### config.mk
export PLATFORM = sky130hd
export DESIGN_NAME = unified_mem_arbiter
export DESIGN_NICKNAME = d
export VERILOG_FILES = /design/src/rtl/mem_arb_pkg.sv /design/src/rtl/rr_arbiter.sv /design/src/rtl/unified_mem_arbiter.sv
export SDC_FILE = /design/constraint.sdc
export NUM_CORES = 1
export LEC_CHECK = 0
export ABC_AREA = 1
export CORE_AREA = 2 2 147 149
export CTS_BUF_LIST = sky130_fd_sc_hd__clkbuf_8 sky130_fd_sc_hd__clkbuf_16
export DETAILED_ROUTE_END_ITERATION = 8
export DIE_AREA = 0 0 149 151
export GPL_TIMING_DRIVEN = 0
export HOLD_SLACK_MARGIN = 0.05
export PLACE_DENSITY = 0.79
export SLEW_MARGIN = 20
export SYNTH_ARGS = -nofsm -noshare
export SYNTH_HDL_FRONTEND = slang
export SYNTH_SLANG_ARGS = --single-unit
### constraint.sdc
create_clock -name clk -period 1.4 [get_ports clk]
set_input_delay 0.28 -clock clk [delete_from_list [all_inputs] [get_ports clk]]
set_output_delay 0.28 -clock clk [all_outputs]
set_load 0.05 [all_outputs]
### src/rtl/mem_arb_pkg.sv
// Shared types and constants for the unified-memory arbiter and its grant logic.
// Holds FSM encoding, the latched-command layout at default widths and arbitration mode codes.
package mem_arb_pkg;

  localparam int ARB_ADDR_W = 16;
  localparam int ARB_LINE_W = 64;

  localparam int ARB_RR    = 0;
  localparam int ARB_FIXED = 1;

  typedef enum logic [1:0] {
    IDLE   = 2'd0,
    ACCESS = 2'd1,
    RESP   = 2'd2
  } arb_state_t;

  typedef struct packed {
    logic                  rw;
    logic [ARB_ADDR_W-1:0] addr;
    logic [ARB_LINE_W-1:0] wdata;
  } arb_cmd_t;

endpackage

### src/rtl/rr_arbiter.sv
// Combinational grant picker: round-robin from rr_ptr_i+1 (mod NUM_CH) or fixed, ch0 highest.
// Zero latency; no state, the pointer register lives in the parent.
module rr_arbiter
  import mem_arb_pkg::*;
#(
  parameter  int NUM_CH    = 2,
  parameter  int FIXED_PRI = ARB_RR,
  localparam int PTR_W     = $clog2(NUM_CH)
) (
  input  logic [NUM_CH-1:0] req_i,
  input  logic [PTR_W-1:0]  rr_ptr_i,
  output logic [NUM_CH-1:0] gnt_o,
  output logic [PTR_W-1:0]  gnt_idx_o,
  output logic              gnt_vld_o
);

  logic [PTR_W-1:0] idx;

  // Loops run from the least preferred candidate down so the most preferred one wins last.
  always_comb begin
    gnt_o     = '0;
    gnt_idx_o = '0;
    gnt_vld_o = 1'b0;
    idx       = '0;
    if (FIXED_PRI == ARB_FIXED) begin
      for (int i = NUM_CH - 1; i >= 0; i--) begin
        if (req_i[i]) begin
          gnt_idx_o = PTR_W'(i);
          gnt_vld_o = 1'b1;
        end
      end
    end else begin
      for (int k = NUM_CH; k >= 1; k--) begin
        idx = PTR_W'((int'(rr_ptr_i) + k) % NUM_CH);
        if (req_i[idx]) begin
          gnt_idx_o = idx;
          gnt_vld_o = 1'b1;
        end
      end
    end
    if (gnt_vld_o) begin
      gnt_o = NUM_CH'(1) << gnt_idx_o;
    end
  end

endmodule

### src/rtl/unified_mem_arbiter.sv
// Arbitrates NUM_CH cache requesters onto one unified-memory port, one access outstanding.
// Ack in IDLE, mem strobes from the next cycle, response one cycle after mem_rdy or timeout.
module unified_mem_arbiter
  import mem_arb_pkg::*;
#(
  parameter int ADDR_W    = 16,
  parameter int LINE_W    = 64,
  parameter int NUM_CH    = 2,
  parameter int FIXED_PRI = ARB_RR,
  parameter int TIMEOUT   = 16
) (
  input  logic                     clk,
  input  logic                     rst_n,
  input  logic [NUM_CH-1:0]        req_valid,
  input  logic [NUM_CH-1:0]        req_rw,
  input  logic [NUM_CH*ADDR_W-1:0] req_addr,
  input  logic [NUM_CH*LINE_W-1:0] req_wdata,
  output logic [NUM_CH-1:0]        req_ack,
  output logic [NUM_CH-1:0]        resp_valid,
  output logic [LINE_W-1:0]        resp_rdata,
  output logic                     resp_err,
  output logic                     busy,
  output logic [ADDR_W-1:0]        mem_addr,
  output logic                     mem_re,
  output logic                     mem_we,
  output logic [LINE_W-1:0]        mem_wdata,
  input  logic [LINE_W-1:0]        mem_rdata,
  input  logic                     mem_rdy
);

  localparam int               PTR_W    = $clog2(NUM_CH);
  localparam int               CNT_W    = $clog2(TIMEOUT);
  localparam logic [CNT_W-1:0] CNT_LAST = CNT_W'(TIMEOUT - 1);

  arb_state_t        state_q, state_d;
  logic              cmd_rw_q, cmd_rw_d;
  logic [ADDR_W-1:0] cmd_addr_q, cmd_addr_d;
  logic [LINE_W-1:0] cmd_wdata_q, cmd_wdata_d;
  logic [PTR_W-1:0]  rr_ptr_q, rr_ptr_d;
  logic [CNT_W-1:0]  cnt_q, cnt_d;
  logic              mem_re_q, mem_re_d;
  logic              mem_we_q, mem_we_d;
  logic [NUM_CH-1:0] resp_valid_q, resp_valid_d;
  logic [LINE_W-1:0] resp_rdata_q, resp_rdata_d;
  logic              resp_err_q, resp_err_d;

  logic [NUM_CH-1:0] gnt;
  logic [PTR_W-1:0]  gnt_idx;
  logic              gnt_vld;
  logic              sel_rw;
  logic [ADDR_W-1:0] sel_addr;
  logic [LINE_W-1:0] sel_wdata;

  rr_arbiter #(
    .NUM_CH    (NUM_CH),
    .FIXED_PRI (FIXED_PRI)
  ) u_arb (
    .req_i     (req_valid),
    .rr_ptr_i  (rr_ptr_q),
    .gnt_o     (gnt),
    .gnt_idx_o (gnt_idx),
    .gnt_vld_o (gnt_vld)
  );

  always_comb begin
    sel_rw    = 1'b0;
    sel_addr  = '0;
    sel_wdata = '0;
    for (int i = 0; i < NUM_CH; i++) begin
      if (gnt[i]) begin
        sel_rw    = req_rw[i];
        sel_addr  = req_addr[i*ADDR_W +: ADDR_W];
        sel_wdata = req_wdata[i*LINE_W +: LINE_W];
      end
    end
  end

  // rr_ptr doubles as the owner of the outstanding access, so the response is steered by it.
  always_comb begin
    state_d      = state_q;
    cmd_rw_d     = cmd_rw_q;
    cmd_addr_d   = cmd_addr_q;
    cmd_wdata_d  = cmd_wdata_q;
    rr_ptr_d     = rr_ptr_q;
    cnt_d        = cnt_q;
    mem_re_d     = mem_re_q;
    mem_we_d     = mem_we_q;
    resp_valid_d = '0;
    resp_rdata_d = resp_rdata_q;
    resp_err_d   = resp_err_q;
    case (state_q)
      IDLE: begin
        if (gnt_vld) begin
          cmd_rw_d    = sel_rw;
          cmd_addr_d  = sel_addr;
          cmd_wdata_d = sel_wdata;
          rr_ptr_d    = gnt_idx;
          cnt_d       = '0;
          mem_re_d    = ~sel_rw;
          mem_we_d    = sel_rw;
          state_d     = ACCESS;
        end
      end
      ACCESS: begin
        cnt_d = cnt_q + CNT_W'(1);
        if (mem_rdy || (cnt_q == CNT_LAST)) begin
          resp_valid_d = NUM_CH'(1) << rr_ptr_q;
          resp_err_d   = ~mem_rdy;
          resp_rdata_d = (mem_rdy && !cmd_rw_q) ? mem_rdata : '0;
          mem_re_d     = 1'b0;
          mem_we_d     = 1'b0;
          state_d      = RESP;
        end
      end
      RESP: begin
        state_d = IDLE;
      end
      default: begin
        state_d = IDLE;
      end
    endcase
  end

  always_ff @(posedge clk or negedge rst_n) begin
    if (!rst_n) begin
      state_q      <= IDLE;
      cmd_rw_q     <= 1'b0;
      cmd_addr_q   <= '0;
      cmd_wdata_q  <= '0;
      rr_ptr_q     <= PTR_W'(NUM_CH - 1);
      cnt_q        <= '0;
      mem_re_q     <= 1'b0;
      mem_we_q     <= 1'b0;
      resp_valid_q <= '0;
      resp_rdata_q <= '0;
      resp_err_q   <= 1'b0;
    end else begin
      state_q      <= state_d;
      cmd_rw_q     <= cmd_rw_d;
      cmd_addr_q   <= cmd_addr_d;
      cmd_wdata_q  <= cmd_wdata_d;
      rr_ptr_q     <= rr_ptr_d;
      cnt_q        <= cnt_d;
      mem_re_q     <= mem_re_d;
      mem_we_q     <= mem_we_d;
      resp_valid_q <= resp_valid_d;
      resp_rdata_q <= resp_rdata_d;
      resp_err_q   <= resp_err_d;
    end
  end

  assign req_ack    = (state_q == IDLE) ? gnt : '0;
  assign busy       = (state_q != IDLE);
  assign mem_addr   = cmd_addr_q;
  assign mem_wdata  = cmd_wdata_q;
  assign mem_re     = mem_re_q;
  assign mem_we     = mem_we_q;
  assign resp_valid = resp_valid_q;
  assign resp_rdata = resp_rdata_q;
  assign resp_err   = resp_err_q;

endmodule

After elaboration in Yosys (flattened, before gate mapping)

Index checks and enable logic that the tools add are counted.
Widths: inputs -> output; s select.

Mux-type cells: 29
Reductions and logical operators: 11
$add $sub $neg: 3
Magnitude comparators: 2
Eq/ne operators: 4
Shift-type cells: 2
Bitwise logic cells: 2

Operators with widths:

| operator            | number |
|---|---|
| $mux 64             | 3 |
| $mux 16             | 2 |
| $mux 1              | 13 |
| $mux 2              | 6 |
| $pmux 4 s2          | 1 |
| $reduce_and 2->1    | 4 |
| $add 4x1->4 const B | 1 |
| $eq 4x4->1 const B  | 1 |
| $lt 1x2->1 const B  | 2 |
| $mux 4              | 1 |
| $ne 2x2->1 const B  | 2 |
| $pmux 1 s2          | 2 |
| $pmux 2 s2          | 1 |
| $reduce_bool 2->1   | 2 |
| $shl 1x1->2 const A | 2 |
| $reduce_and 3->1    | 1 |
| $add 1x1->1 const B | 2 |
| $eq 2x1->1 const B  | 1 |
| $logic_not 2->1     | 1 |
| $not 1->1           | 2 |
| $logic_and 1x1->1   | 1 |
| $logic_not 1->1     | 1 |
| $logic_or 1x1->1    | 1 |

Output and inout port bits: 152
Logic and storage cells: 64
Input port bits: 231
Bits in registers: 157

Depth between registers and ports, before layout

Depth after elaboration: 12
Gate-level depth with buffers: 9
Depth with buffers taken out: 8

Hierarchy

A second synthesis with hierarchy kept.

Cell total of the unflattened synthesis: 944
Area total of the unflattened synthesis: 7144.4 µm²

Modules (own cells, without submodules):

| module              | times used | cells each | seq. area each (µm²) | area an instance (µm²) |
|---|---|---|---|---|
| unified_mem_arbiter | 1          | 937        | 3930.0               | 7114.3 |
| rr_arbiter          | 1          | 7          | 0.0                  | 30.0 |

Least setup slack after synthesis

Ideal clock, no wire load.

Path kind: reg-to-output
Start: reg state_q[1]
End: out req_ack[1]
Stages on the path, launching flop included: 5
Arrival: 1.151 ns
Data required time: 1.120 ns
Setup slack: -0.031 ns
Path buffers: 1
Path through: dfrtp_1 > nor2_4 > inv_2 > nor2_4 > buf_4

Cells in the longest elaborated chain, start to end: 2

RTL lines:

| item                   | line                       | RTL |
|---|---|---|
| from (decl)            | unified_mem_arbiter.sv:35  | `arb_state_t state_q, state_d;` |
| from (signal assigned) | unified_mem_arbiter.sv:138 | `state_q <= state_d;` |
| $logic_not 2->1        | unified_mem_arbiter.sv:152 | `assign req_ack = (state_q == IDLE) ? gnt : '0;` |
| $mux 2                 | unified_mem_arbiter.sv:152 |  |
| to (decl)              | unified_mem_arbiter.sv:18  | `output logic [NUM_CH-1:0] req_ack,` |

No other way between the ends.

Worst setup path in the final report

Start: reg rr_ptr_q
End: out req_ack[0]

Cells in the longest elaborated chain, start to end: 8
Elaborated cells on any way between the ends: 13
Those cells by class: add/sub (2); shift (1); mux (10)

RTL lines:

| item                                      | line                       | RTL |
|---|---|---|
| from (decl)                               | unified_mem_arbiter.sv:39  | `logic [PTR_W-1:0] rr_ptr_q, rr_ptr_d;` |
| from (signal assigned)                    | unified_mem_arbiter.sv:130 | `rr_ptr_q <= PTR_W'(NUM_CH - 1);` |
| from (signal assigned)                    | unified_mem_arbiter.sv:142 | `rr_ptr_q <= rr_ptr_d;` |
| $add 1x1->1                               | rr_arbiter.sv:34           | `idx = PTR_W'((int'(rr_ptr_i) + k) % NUM_CH);` |
| $mux 1 (implied by the code) (2 in a row) | rr_arbiter.sv:35           | `if (req_i[idx]) begin` |
| $mux 1 (2 in a row)                       | rr_arbiter.sv:35           |  |
| $shl 1x1->2                               | rr_arbiter.sv:42           | `gnt_o = NUM_CH'(1) << gnt_idx_o;` |
| $mux 2 *                                  | rr_arbiter.sv:41           | `if (gnt_vld_o) begin` |
| $mux 2 *                                  | unified_mem_arbiter.sv:152 |  |

Every way passes the cells marked *; elsewhere a longest branch is shown, timed or not. The select of a mux whose other input is x is not followed.

==> summary.txt <==
Clock network
  – Clk_lat worst skew: 0.42 ns
  – TritonCTS clock tree: built
  – TritonCTS sink count: 157
  – Num CTS Buffers: 17
  – Root buf cell: clkbuf_16
  – Max Buffers Root-to-Sink: 2
  – Worst-path clk slew: 0.08 ns
  – H-tree depth: 4

Critical path
  – Cell repeated most along the worst path: buf_8
  – CP Launch Type: flip-flop
  – R2R cell count: 8
  – CP Data Arrival Time: 1.52 ns
  – Required time of the critical path: 1.12 ns
  – CP Max Fanout: 3
  – Top Family by Delay on Critical Path: flip-flops
  – CP peak stage delay: 0.54 ns
  – Critical Path End Type: primary output
  – Critical R2R Launch: state_q[1]$_DFFE_PN0P_
  – WS Path Type: flip-flop to primary output
  – Critical-path top delay cell: dfstp_2
  – Reg-to-reg endpoint: resp_rdata[26]$_DFFE_PN0P_
  – WP buf/inv: 3
  – Crit path cell chain: nand2_2, nand2_4, inv_6, nor2_8, buf_8, buf_8
  – R2R Setup Slk: -0.14 ns

STA
  – Min cycle time layout: 1.80 ns
  – Hold Worst Slack: 0.348 ns
  – Setup TNS: -6.72 ns
  – Worst clock skew: 0.00846 ns
  – FMAX: 0.555 GHz
  – RSZ-0062 raised after global routing: true
  – Actual slew at the worst max-slew pin: 0.464 ns
  – Final Cycle Share: 1.29
  – Fin. max-slew vios: 0
  – Final worst slack: -0.403 ns
  – Final Hold Fails: 0
  – Final setup fails: 80
  – Max_slew headroom: 0.690

Routing
  – Wire per inst: 18.1 microns
  – DRT Wirelength: 28800 microns
  – Post-DRT Antenna Nets: 0
  – DR DRC count: 0
  – Vias per inst: 4.83
  – Drt initial violations: 287
  – DRT Pass-1 Iters: 4
  – Routed vias: 7660

Synthesis
  – Syn_area_per_cell: 8.20 sq um
  – Yosys warns: 0
  – Yosys top cell by area: dfrtp_1
  – Sequential fraction of the synthesis area: 0.559
  – Area contributors post-synth: dfrtp_1, nand2_1, nand3_1
  – Dominant synthesized flop cell: dfrtp_1
  – Area of the mapped netlist: 0.00703 sq mm
  – Most frequent cells after synthesis: nand2_1, dfrtp_1, nand3_1, o21ai_1, o21ai_0
  – Area share of the largest cell type after synthesis: 0.556
  – Post-synth EDFFs: 0
  – Post-synth net total: 1089
  – Most numerous cell in the Yosys netlist: nand2_1
  – Post-Synthesis Cells: 857
  – Yosys reg bits: 157
  – Cell variety after synth: 24
  – Ys async rst share: 1.00

Global route
  – Antenna violations before repair: 1
  – Total grt overflow: 0
  – Vias in the first global route: 7521
  – Largest net degree at the start of global routing: 88
  – GR Util All Layers: 0.241
  – First-pass GRT wire length: 41400 microns

Floorplan
  – Initial core utilization: 0.337
  – Die footprint: 0.0225 sq mm
  – Core ar.: 0.0208 sq mm
  – IO Pins: 383
  – Die outline width: 149 microns
  – Row count: 53
  – Die Ht: 151 microns

Placement
  – Setup WS pre-CTS: -1.15 ns
  – GPL Wtd Cong: 0.932
  – Placed insts: 1515
  – Buffers on Ports: 382
  – HPWL after DPL: 20300 microns
  – Post-place instance area: 0.0112 sq mm

Cells and area
  – Design Area, Final: 0.0124 sq mm
  – Cell Count, Final, Fillers Out: 1587
  – Layout cells sized above 1: 0.296
  – Fin nets: 1531
  – N_diodes: 0
  – Area delta synth->final: 75.9%

Flow run
  – Maxcap violations: 0

Pwr
  – Peak supply drop: 0.00150 V
  – Lkg Pwr: 6.16 nW
  – Pwr Density: 2560 mW/mm^2

Worst hold path
  – Hold crit path type: primary input to asynchronous set/reset pin

Run status
  – Status: complete, but fails checks
  – Violated checks: negative setup slack
-- cells in the final DEF (no fill, tap or decap), types with 4 or more instances in the layout --
cell type,n
dfrtp_1,155
o21ai_2,31
inv_8,5
clkbuf_4,24
nand2_1,373
clkinv_8,4
o21ai_1,35
clkbuf_2,5
buf_12,5
buf_6,22
inv_1,6
nand2_4,28
buf_4,40
buf_8,13
buf_2,122
clkdlybuf4s50_1,228
clkbuf_16,26
nand2_2,38
nand3_1,108
nor2_4,4
clkbuf_1,6
o21ai_0,4
inv_2,5
-- flip-flops by register name, indices dropped and copies added (netlist names) --
name	cells
cmd_rw_q	1
cnt_q	4
mem_addr	16
mem_re	1
mem_wdata	64
mem_we	1
resp_err	1
resp_rdata	64
resp_valid	2
rr_ptr_q	1
state_q	2
-- repair_timing --
item | 4_1_cts | 5_1_grt
resized for setup | 825 | 227
buffers inserted | 21 | 8
setup endpoints to repair | 284 | 173
endpoints found under the hold margin | 70 | 0
hold buffers | 1 | 0
pin swaps | 13 | 6
cloned | 4 | 9
-- worst max path at each step --
stage | start | endpoint | slack (ns) | cells past startpoint
final | rr_ptr_q$_DFFE_PN1P_ | req_ack[0] | -0.40 | 6
after global routing | rr_ptr_q$_DFFE_PN1P_ | req_ack[0] | -0.46 | 6
after CTS | rr_ptr_q$_DFFE_PN1P_ | req_ack[0] | -0.41 | 6
after detailed placement | req_valid[1] | req_ack[0] | -1.15 | 7
after global placement | rst_n | mem_addr[3]$_DFFE_PN0P_ | -6.58 | 1
after floorplan | state_q[1]$_DFFE_PN0P_ | req_ack[1] | 0.01 | 4
-- power by group --
| group | switching [W] | internal, W |
|---|---|---|
| combinational | 0.0130 | 0.00565 |
| sequential | 0.00150 | 0.00670 |
| clock | 0.00228 | 0.00259 |
| total | 0.0167 | 0.0149 |
-- cell families after synthesis --
group                      after synthesis  share of synthesized area
and+or+nand+nor                        556                      0.325
buffers and inverters                   69                     0.0566
adders and majority gates                1                    0.00178
AOI/OAI and AO/OA                       73                     0.0559
DFF                                    157                      0.559
xor gates and xnor gates                 1                    0.00125
-- final cells by class --
class,count,area (sq um)
Inverter,12,50.0
Sequential cell,157,3930
Clock inverter,15,194
Clock buffer,17,425
Tap cell,275,344
Buffer,56,531
Fill cell,1839,8470
Multi-Input combinational cell,632,3140
Timing Repair Buffer,423,3740
-- per-layer routing --
metal,part of all wire,global-route usage,vias to the layer above
li1,-,-,3617
met1,0.37,0.271,3677
met2,0.52,0.431,316
met3,0.084,0.0765,48
met4,0.025,0.0829,2
met5,0.00056,0,-
-- per-stage QoR --
| stage | total power (W) | utilization |
|---|---|---|
| after floorplan | 0.0193 | - |
| after global placement | 0.0259 | 0.538 |
| after detailed placement | 0.0261 | 0.539 |
| after CTS | 0.0298 | 0.551 |
| after global routing | 0.0333 | 0.593 |
| final | 0.0317 | 0.593 |
-- worst reg2reg max path, cell delays in order (launching register included) --
cell       delay (ns)
dfrtp_1          0.41
buf_6            0.13
nor2_4           0.18
nand2_4          0.11
buf_12           0.15
buf_12           0.14
clkbuf_16        0.17
nand2_2          0.06
o21ai_1          0.07
Note: power is estimated with default switching activity, not from simulation.
